===== src/rtl/mux4_rr_arbiter_if.sv =====
`default_nettype none
// ============================================================================
// Module   : mux4_rr_arbiter_if
// Brief    : Request/grant bundle between the four requesters and the arbiter.
// Revision : 1.0
// ============================================================================
interface mux4_rr_arbiter_if;
    logic [3:0] req;
    logic       ack;
    logic [3:0] gnt;
    logic [1:0] sel;
    logic       busy;
    logic       wdog_err;

    modport master (output req, ack, input gnt, sel, busy, wdog_err);
    modport slave  (input req, ack, output gnt, sel, busy, wdog_err);
endinterface
`default_nettype wire


===== src/rtl/mux4_rr_arbiter.sv =====
`default_nettype none
// ============================================================================
// Module   : mux4_rr_arbiter
// Brief    : Four-way round-robin arbiter driving a one-hot grant and MUX4_1
//            select; optional grant watchdog enabled by macro ARB_WDOG_EN.
// Revision : 1.0
// ============================================================================
module mux4_rr_arbiter #(
    parameter logic [15:0] WDOG_LIMIT = 16'd255,
    parameter int          CNT_W      = 16
) (
    input  wire logic            clk,
    input  wire logic            rst_n,
    mux4_rr_arbiter_if.slave     arb_if
);

    typedef enum logic [0:0] {
        ST_IDLE = 1'b0,
        ST_BUSY = 1'b1
    } state_e;

    state_e     state_q, state_d;
    logic [1:0] ptr_q, ptr_d;
    logic [3:0] gnt_q, gnt_d;
    logic [1:0] sel_q, sel_d;
    logic       busy_q, busy_d;
    logic       wdog_err_q, wdog_err_d;

    logic       cur_req;
    logic       wdog_fire;
    logic       rel;
    logic [1:0] arb_ptr;
    logic [1:0] win_idx;
    logic       win_vld;

    assign cur_req = arb_if.req[sel_q];

`ifdef ARB_WDOG_EN
    logic [CNT_W-1:0] cnt_q, cnt_d;

    // Fires only while the owner still requests; a dropped request is a plain abort.
    assign wdog_fire = (state_q == ST_BUSY) && !arb_if.ack && cur_req &&
                       (cnt_q == CNT_W'(WDOG_LIMIT));
`else
    logic unused_cfg;

    assign unused_cfg = ^{WDOG_LIMIT, 32'(CNT_W)};
    assign wdog_fire  = 1'b0;
`endif

    assign rel     = (state_q == ST_BUSY) && (arb_if.ack || !cur_req || wdog_fire);
    // On release the old owner drops to lowest priority for the same-cycle search.
    assign arb_ptr = rel ? (sel_q + 2'd1) : ptr_q;

    always_comb begin
        win_vld = 1'b0;
        win_idx = arb_ptr;
        for (int i = 3; i >= 0; i--) begin
            if (arb_if.req[arb_ptr + 2'(i)]) begin
                win_vld = 1'b1;
                win_idx = arb_ptr + 2'(i);
            end
        end
    end

    always_comb begin
        state_d    = state_q;
        ptr_d      = ptr_q;
        gnt_d      = gnt_q;
        sel_d      = sel_q;
        busy_d     = busy_q;
        wdog_err_d = 1'b0;
`ifdef ARB_WDOG_EN
        cnt_d      = cnt_q;
`endif
        case (state_q)
            ST_IDLE: begin
                if (win_vld) begin
                    state_d = ST_BUSY;
                    gnt_d   = 4'b0001 << win_idx;
                    sel_d   = win_idx;
                    busy_d  = 1'b1;
`ifdef ARB_WDOG_EN
                    cnt_d   = '0;
`endif
                end
            end
            ST_BUSY: begin
                if (rel) begin
                    ptr_d      = arb_ptr;
                    wdog_err_d = wdog_fire;
                    if (win_vld) begin
                        gnt_d  = 4'b0001 << win_idx;
                        sel_d  = win_idx;
`ifdef ARB_WDOG_EN
                        cnt_d  = '0;
`endif
                    end else begin
                        state_d = ST_IDLE;
                        gnt_d   = 4'b0000;
                        busy_d  = 1'b0;
                    end
                end else begin
`ifdef ARB_WDOG_EN
                    cnt_d = cnt_q + CNT_W'(1);
`endif
                end
            end
            default: begin
                state_d = ST_IDLE;
                gnt_d   = 4'b0000;
                busy_d  = 1'b0;
            end
        endcase
    end

    always_ff @(posedge clk or negedge rst_n) begin
        if (!rst_n) begin
            state_q    <= ST_IDLE;
            ptr_q      <= 2'd0;
            gnt_q      <= 4'b0000;
            sel_q      <= 2'd0;
            busy_q     <= 1'b0;
            wdog_err_q <= 1'b0;
`ifdef ARB_WDOG_EN
            cnt_q      <= '0;
`endif
        end else begin
            state_q    <= state_d;
            ptr_q      <= ptr_d;
            gnt_q      <= gnt_d;
            sel_q      <= sel_d;
            busy_q     <= busy_d;
            wdog_err_q <= wdog_err_d;
`ifdef ARB_WDOG_EN
            cnt_q      <= cnt_d;
`endif
        end
    end

    assign arb_if.gnt      = gnt_q;
    assign arb_if.sel      = sel_q;
    assign arb_if.busy     = busy_q;
    assign arb_if.wdog_err = wdog_err_q;

endmodule
`default_nettype wire


===== src/flat_wrapper.sv =====
// flat-port wrapper written by rule: the top's interface ports become plain ports
module mux4_rr_arbiter_flat 
#(
    parameter logic [15:0] WDOG_LIMIT = 16'd255,
    parameter int          CNT_W      = 16
)
  (clk, rst_n, arb_if_req, arb_if_ack, arb_if_gnt, arb_if_sel, arb_if_busy, arb_if_wdog_err);
  mux4_rr_arbiter_if arb_if_i ();
  input  wire logic clk;
  input  wire logic rst_n;
  input wire logic [$bits(arb_if_i.req)-1:0] arb_if_req;
  input wire logic [$bits(arb_if_i.ack)-1:0] arb_if_ack;
  output wire logic [$bits(arb_if_i.gnt)-1:0] arb_if_gnt;
  output wire logic [$bits(arb_if_i.sel)-1:0] arb_if_sel;
  output wire logic [$bits(arb_if_i.busy)-1:0] arb_if_busy;
  output wire logic [$bits(arb_if_i.wdog_err)-1:0] arb_if_wdog_err;
  assign arb_if_i.req = arb_if_req;
  assign arb_if_i.ack = arb_if_ack;
  assign arb_if_gnt = arb_if_i.gnt;
  assign arb_if_sel = arb_if_i.sel;
  assign arb_if_busy = arb_if_i.busy;
  assign arb_if_wdog_err = arb_if_i.wdog_err;
  mux4_rr_arbiter #(.WDOG_LIMIT(WDOG_LIMIT), .CNT_W(CNT_W)) u_core (.clk(clk), .rst_n(rst_n), .arb_if(arb_if_i));
endmodule

===== config.mk =====
export PLATFORM = sky130hd
export DESIGN_NAME = mux4_rr_arbiter_flat
export DESIGN_NICKNAME = d
export VERILOG_FILES = /design/src/rtl/mux4_rr_arbiter_if.sv /design/src/rtl/mux4_rr_arbiter.sv /design/src/flat_wrapper.sv
export SDC_FILE = /design/constraint.sdc
export NUM_CORES = 1
export LEC_CHECK = 0
export CORE_AREA = 2 2 39 41
export DETAILED_ROUTE_END_ITERATION = 8
export DIE_AREA = 0 0 41 43
export PLACE_DENSITY = 0.82
export SETUP_SLACK_MARGIN = 0.15
export SYNTH_ARGS = -nofsm -noshare
export SYNTH_HDL_FRONTEND = slang
export SYNTH_SLANG_ARGS = --single-unit

===== constraint.sdc =====
create_clock -name clk -period 2.38 [get_ports clk]
set_input_delay 0.595 -clock clk [delete_from_list [all_inputs] [get_ports clk]]
set_output_delay 0.595 -clock clk [all_outputs]
set_load 0.01 [all_outputs]

==> out/qor.csv, run 1 <==
stage,metric,value,unit
yosys,synthesis.nets,65,
worst_setup_path,cp-start-kind,input port,
grt,gr-total-overflow,0,
yosys,syn_inst,58,
clocking,cts_num_sinks,10,
yosys,ys_top_cells_by_area,"dfrtp_1 45%, mux2i_1 5.4%, nand2_1 5.4%",
min_path,hold_depth,2,
route,drtIter0Drc,8,
yosys,synth-edff-count,0,
yosys,synthMostInstantiatedCell,dfrtp_1,
final_layout,layout-drive-gt1-share,32.9,%
clocking,clock_latency,0.27,ns
grt,grt_util_all_layers,18.7,%
pwr,p_total,0.00107,W
pwr,p_leak,0.376,nW
yosys,synth_top_family_by_area,compound AO/OA/AOI/OAI gates,
place,gp_congestion,0.767,
pwr,p_per_area,1310,mW/mm^2
floorplan,start_util,40.1,%
worst_setup_path,cp.arrival,2.35,ns
status,status,"finished, final reports clean",
yosys,synth_common_cells,"10 x dfrtp_1, 8 x nand2_1",
clocking,clock_path_buffers,2,
place,place_hpwl,949,um
clocking,cts_buffers,3,
clocking,root_buffer,clkbuf_4,
worst_setup_path,setup.worst_path.class,in -> reg,
grt,antenna_found_initial,0,
yosys,ys_seq_area_share,45.0,%
yosys,synthXorXnorAreaFrac,1.58,%
yosys,synth_cell_types,29,
clocking,h-tree-depth,1,
grt,grt_pass1_wl,2130,um
route,vias,516,
place,post-place-ws,-0.382,ns
worst_setup_path,cp.required,2.54,ns
yosys,synth.area.mux_share,7.88,%
yosys,synthArstFlopShare,100,%
timing,slew_viol_final,0,
floorplan,core_area,0.00138,sq mm
floorplan,fp.dieH,43,um
yosys,synth_ff_type,dfrtp_1,
timing,min_period,2.19,ns
timing,rsz0062_at_grt,yes,
timing,hold_slack,0.491,ns
worst_setup_path,rr_worst_depth,8,
timing,finalSetupViolations,0,
final_layout,nNetsFinal,91,
timing,final.setup.worst_slack,0.195,ns
final_layout,final_area,816,sq um
floorplan,dieArea,0.00176,sq mm
worst_setup_path,setup.worst_path.end_class,register,
yosys,synth-seq-cells,10,
clocking,holdBufCountCts,0,
yosys,yosysWarnings,0,
timing,hold_viol_final,0,
route,drc,0,
final_layout,n_antenna_cell,0,
yosys,yosys.area_share.simple,14.4,%
yosys,synthAdderAreaFrac,0,%
run,drv_cap,0,
pwr,ir_worst_vdd,0.000712,V
floorplan,boundaryPins,15,
route,viasPerCell,5.27,
timing,fin_crit_sh,91.8,%
final_layout,area_growth,46.8,%
yosys,synth_compound_area_share,23.6,%
floorplan,num_rows,14,
clocking,cts_tree,done,
route,drt_pass1_iterations,4,
yosys,synth_area_per_cell,9.58,sq um
timing,skew,0.00317,ns
worst_setup_path,crit_fanout,3,
worst_setup_path,cp-startpoint,arb_if_req[2],
grt,grt_start_max_net_pins,11,
min_path,hold_start,u_core.arb_if.gnt[2],
worst_setup_path,r2r-start,u_core.arb_if.sel[1],
route,wl_per_cell,13.1,um
route,antenna_left,0,
clocking,clk_pin_slew,0.06,ns
yosys,synth_area_leader_cell,dfrtp_1,
place,io_buffers,13,
yosys,synth_top_area_share,45.0,%
timing,fmax,458,MHz
grt,grt_pass1_vias,490,
place,dpl-instance-area,758,sq um
floorplan,die_w,41,um
min_path,hp-class,reg -> reg,
yosys,syn_area,556,sq um
route,finalWirelength,1280,um
worst_setup_path,reg2reg_slack,0.20,ns
worst max-delay path: stages:
cell	delay [ns]
dlygate4sd2_1	0.25
mux2i_2	0.22
o221ai_2	0.16
mux2i_2	0.28
inv_2	0.08
o21ai_2	0.15
a21oi_2	0.07
a221o_1	0.30
a22o_1	0.22
kinds of logic after synthesis:
| kind of cell | Yosys count |
|---|---|
| AOI/OAI and AO/OA | 18 |
| DFF | 10 |
| and+or+nand+nor | 17 |
| muxes | 4 |
| buffers and inverters | 7 |
| other | 1 |
| xor gates and xnor gates | 1 |
sequential cells by signal, indices dropped and copies added, names as in the netlist:
name,count
u_core.state_q,1
u_core.arb_if.gnt,4
u_core.ptr_q,2
u_core.arb_if.sel,2
u_core.arb_if.busy,1
report_power, final:
group          switching (W)  internal [W]  leakage, nW
Sequential         0.0000470      0.000239        0.120
Combinational       0.000307      0.000358        0.242
Clock              0.0000602     0.0000586       0.0138
metrics by stage:
step,TNS [ns],util [%],std cells
after floorplan,0,-,58
after global placement,-1.57,54.8,94
after detailed placement,-2.06,54.8,94
after CTS,0,57.9,98
after global routing,0,59.0,98
final,0,59.0,98
area by class of cell:
| cell class | instances | area, sq um |
|---|---|---|
| flip-flops and latches | 10 | 250 |
| fillers | 117 | 568 |
| multi-input cells | 41 | 302 |
| repair buffers | 24 | 206 |
| clock buffers | 3 | 22.5 |
| inverters | 4 | 15.0 |
| well taps | 16 | 20.0 |
routing by layer:
metal / global-route usage [%] / part of all wire [%] / vias to the layer above
met5: 0 / 0 / -
met4: 14.0 / 3.4 / 0
met3: 3.14 / 4.5 / 5
met2: 26.6 / 49 / 14
met1: 24.1 / 43 / 244
li1: - / - / 253
placed cells by master, fill, tap and decap left out, types with 2 or more instances in the layout:
cell / instances
nor2_1: 2
nand2_1: 8
inv_1: 3
clkdlybuf4s15_1: 3
o21ai_1: 2
clkdlybuf4s50_1: 8
o21ai_0: 3
a21oi_1: 2
clkbuf_4: 3
mux2i_2: 3
a22o_1: 2
dfrtp_1: 10
buf_4: 11
path summary, 6_finish.rpt:
check                                       end
max                        u_core.arb_if.gnt[0]
min                        u_core.arb_if.gnt[2]
max reg2reg                u_core.arb_if.gnt[0]
min reg2reg                u_core.arb_if.gnt[2]
max in group asynchronous  u_core.arb_if.gnt[2]
min in group asynchronous  u_core.arb_if.sel[1]
what timing repair did:
action	CTS	global route
buffers inserted	1	0
endpoints found under the setup margin	6	3
resized for setup	13	4
hold endpoints to repair	0	0
cloned	0	0
pin swaps	5	5
(Power assumes the default switching activity.)
==> run 2: changes to the inputs <==
--- a/config.mk
+++ b/config.mk
@@ -5,10 +5,13 @@
 export SDC_FILE = /design/constraint.sdc
 export NUM_CORES = 1
 export LEC_CHECK = 0
+export CAP_MARGIN = 20
 export CORE_AREA = 2 2 39 41
 export DETAILED_ROUTE_END_ITERATION = 8
 export DIE_AREA = 0 0 41 43
-export PLACE_DENSITY = 0.82
+export DONT_BUFFER_PORTS = 1
+export PLACE_DENSITY = 0.67
+export REMOVE_ABC_BUFFERS = 1
 export SETUP_SLACK_MARGIN = 0.15
 export SYNTH_ARGS = -nofsm -noshare
 export SYNTH_HDL_FRONTEND = slang
==> run 2 against run 1 <==
  * Routed wire length down 0.78%
  * Total power up 6.6%
  * Count of clock-buffer cells in the layout up 1
  * Die area unchanged
  * Setup slack worse by 0.0069 ns
  * Sequential share of layout area up 3.3 points
  * Flip-flop and latch count unchanged
  * Combinational power down 2%
  * Critical endpoint is now u_core.arb_if.gnt[1]
  * Largest cell class unchanged
  * Largest power group unchanged
==> out/qor.csv, run 2 (synthesis results as in run 1) <==
stage,metric,value,unit,change
status,status,"finished, final reports clean",,
timing,hold_viol_final,0,,unchanged
clocking,clk_pin_slew,0.07,ns,about the same
grt,gr-total-overflow,0,,unchanged
final_layout,fillers,123,,+5.1%
worst_setup_path,reg2reg_slack,0.19,ns,about the same
final_layout,largest_reg_flops,4,,unchanged
timing,skew,0.00580,ns,+0.00263 ns
clocking,clock_latency,0.27,ns,about the same
route,drt_pass1_iterations,3,,-1
grt,antenna_found_initial,0,,unchanged
route,vias,458,,-11%
clocking,cts_tree,done,,
timing,fin_crit_sh,92.1,%,+0.29 points
grt,grt_util_all_layers,17.4,%,-1.3 points
pwr,p_per_area,1530,mW/mm^2,+17%
clocking,h-tree-depth,1,,unchanged
place,place_hpwl,846,um,-11%
clocking,root_buffer,clkbuf_4,,
final_layout,nNetsFinal,74,,-19%
worst_setup_path,cp.arrival,2.40,ns,+0.05 ns
route,drtIter0Drc,6,,-2
worst_setup_path,cp-start-kind,register,,
clocking,cts_buffers,3,,unchanged
route,antenna_left,0,,unchanged
place,gp_congestion,0.772,,+0.61%
timing,rsz0062_at_grt,yes,,
pwr,ir_worst_vdd,0.000525,V,-26%
floorplan,die_w,41,um,unchanged
run,drv_cap,0,,unchanged
timing,min_period,2.19,ns,+0.00695 ns
worst_setup_path,crit_fanout,5,,+2
clocking,cts_num_sinks,10,,unchanged
place,io_buffers,0,,-13
route,finalWirelength,1270,um,-0.78%
clocking,clock_path_buffers,2,,unchanged
final_layout,layout-drive-gt1-share,40.9,%,+8.0 points
pwr,p_leak,0.318,nW,-15%
grt,grt_pass1_vias,464,,-5.3%
floorplan,num_rows,14,,unchanged
grt,grt_pass1_wl,1960,um,-8.1%
final_layout,seq_area,253,sq um,+1.0%
floorplan,dieArea,0.00176,sq mm,unchanged
floorplan,fp.dieH,43,um,unchanged
final_layout,area_growth,34.0,%,
grt,grt_start_max_net_pins,11,,unchanged
final_layout,multiInputGateArea,365,sq um,+21%
final_layout,n_antenna_cell,0,,unchanged
pwr,p_total,0.00114,W,+6.6%
worst_setup_path,setup.worst_path.class,reg -> reg,,
min_path,hp-class,in -> reg,,
timing,hold_slack,0.547,ns,+0.0554 ns
timing,fmax,456,MHz,-0.32%
worst_setup_path,cp.required,2.59,ns,+0.05 ns
worst_setup_path,setup.worst_path.end_class,register,,
final_layout,final_cell_mix,"8 x nand2_1, 8 x dfrtp_1, 6 x buf_4",,
route,viasPerCell,5.59,,+6.1%
floorplan,start_util,40.1,%,unchanged
floorplan,core_area,0.00138,sq mm,unchanged
timing,slew_viol_final,0,,unchanged
route,drc,0,,unchanged
floorplan,boundaryPins,15,,unchanged
route,wl_per_cell,15.5,um,+19%
timing,finalSetupViolations,0,,unchanged
run 2: cell types whose count changed in the layout (fill, tap and decap cells not counted), sizes merged:
cell,before,now
buf,12,6
clkbuf,3,4
clkdlybuf4s15,3,0
clkdlybuf4s50,8,0
dlygate4sd2,1,0
dlygate4sd3,0,1
run 2: final cells by class:
class | instances | area share, %
repair buffers | 7 | 7.39
multi-input cells | 41 | 49.1
flip-flops and latches | 10 | 33.9
inverters | 4 | 2.02
clock buffers | 4 | 4.87
well taps | 16 | 2.69
run 2: repair_timing:
action | 4_1_cts | 5_1_grt
gates resized for setup | 4 | 16
gates cloned | 0 | 0
hold buffers | 0 | 1
setup endpoints to repair | 2 | 6
setup buffers | 1 | 2
endpoints found under the hold margin | 0 | 10
pin swaps | 2 | 3
run 2: final timing paths:
kind | start | endpoint | cells after the start
max reg2reg | u_core.arb_if.sel[0] | u_core.arb_if.gnt[1] | 8
min reg2reg | u_core.state_q | u_core.arb_if.busy | 1
min in group asynchronous | rst_n | u_core.arb_if.busy | 1
min | arb_if_req[2] | u_core.arb_if.gnt[2] | 2
max | u_core.arb_if.sel[0] | u_core.arb_if.gnt[1] | 8
max in group asynchronous | rst_n | u_core.arb_if.sel[0] | 1
run 2: worst max-delay path, cell delays in order (launching register included):
cell      delay [ns]
dfrtp_2         0.46
mux2i_4         0.30
o221ai_4        0.14
buf_4           0.17
mux2i_4         0.19
a22o_2          0.27
o32a_4          0.34
nor2_4          0.09
a22o_1          0.15
run 2: report_power, final:
part	internal (W)	switching [W]
registers	0.000242	0.0000913
logic	0.000341	0.000307
clock network	0.0000931	0.0000645
total	0.000676	0.000463
run 2: layer usage:
metal	part of all wire, %	up-vias	global-route usage (%)
met5	0	-	0
met4	1.7	0	10.0
met3	4.5	2	6.81
met2	55	9	25.3
met1	39	225	20.7
li1	-	222	-
run 2: stage by stage:
stage                     setup WS [ns]  std cells  setup TNS, ns  cell area (sq um)  utilization, %
after floorplan                   0.102         55              0                533               -
after global placement           0.0137         74              0                576            41.6
after detailed placement       -0.00820         74       -0.00820                576            41.6
after CTS                         0.153         79              0                629            45.5
after global routing             0.0801         82              0                744            53.8
final                             0.188         82              0                744            53.8
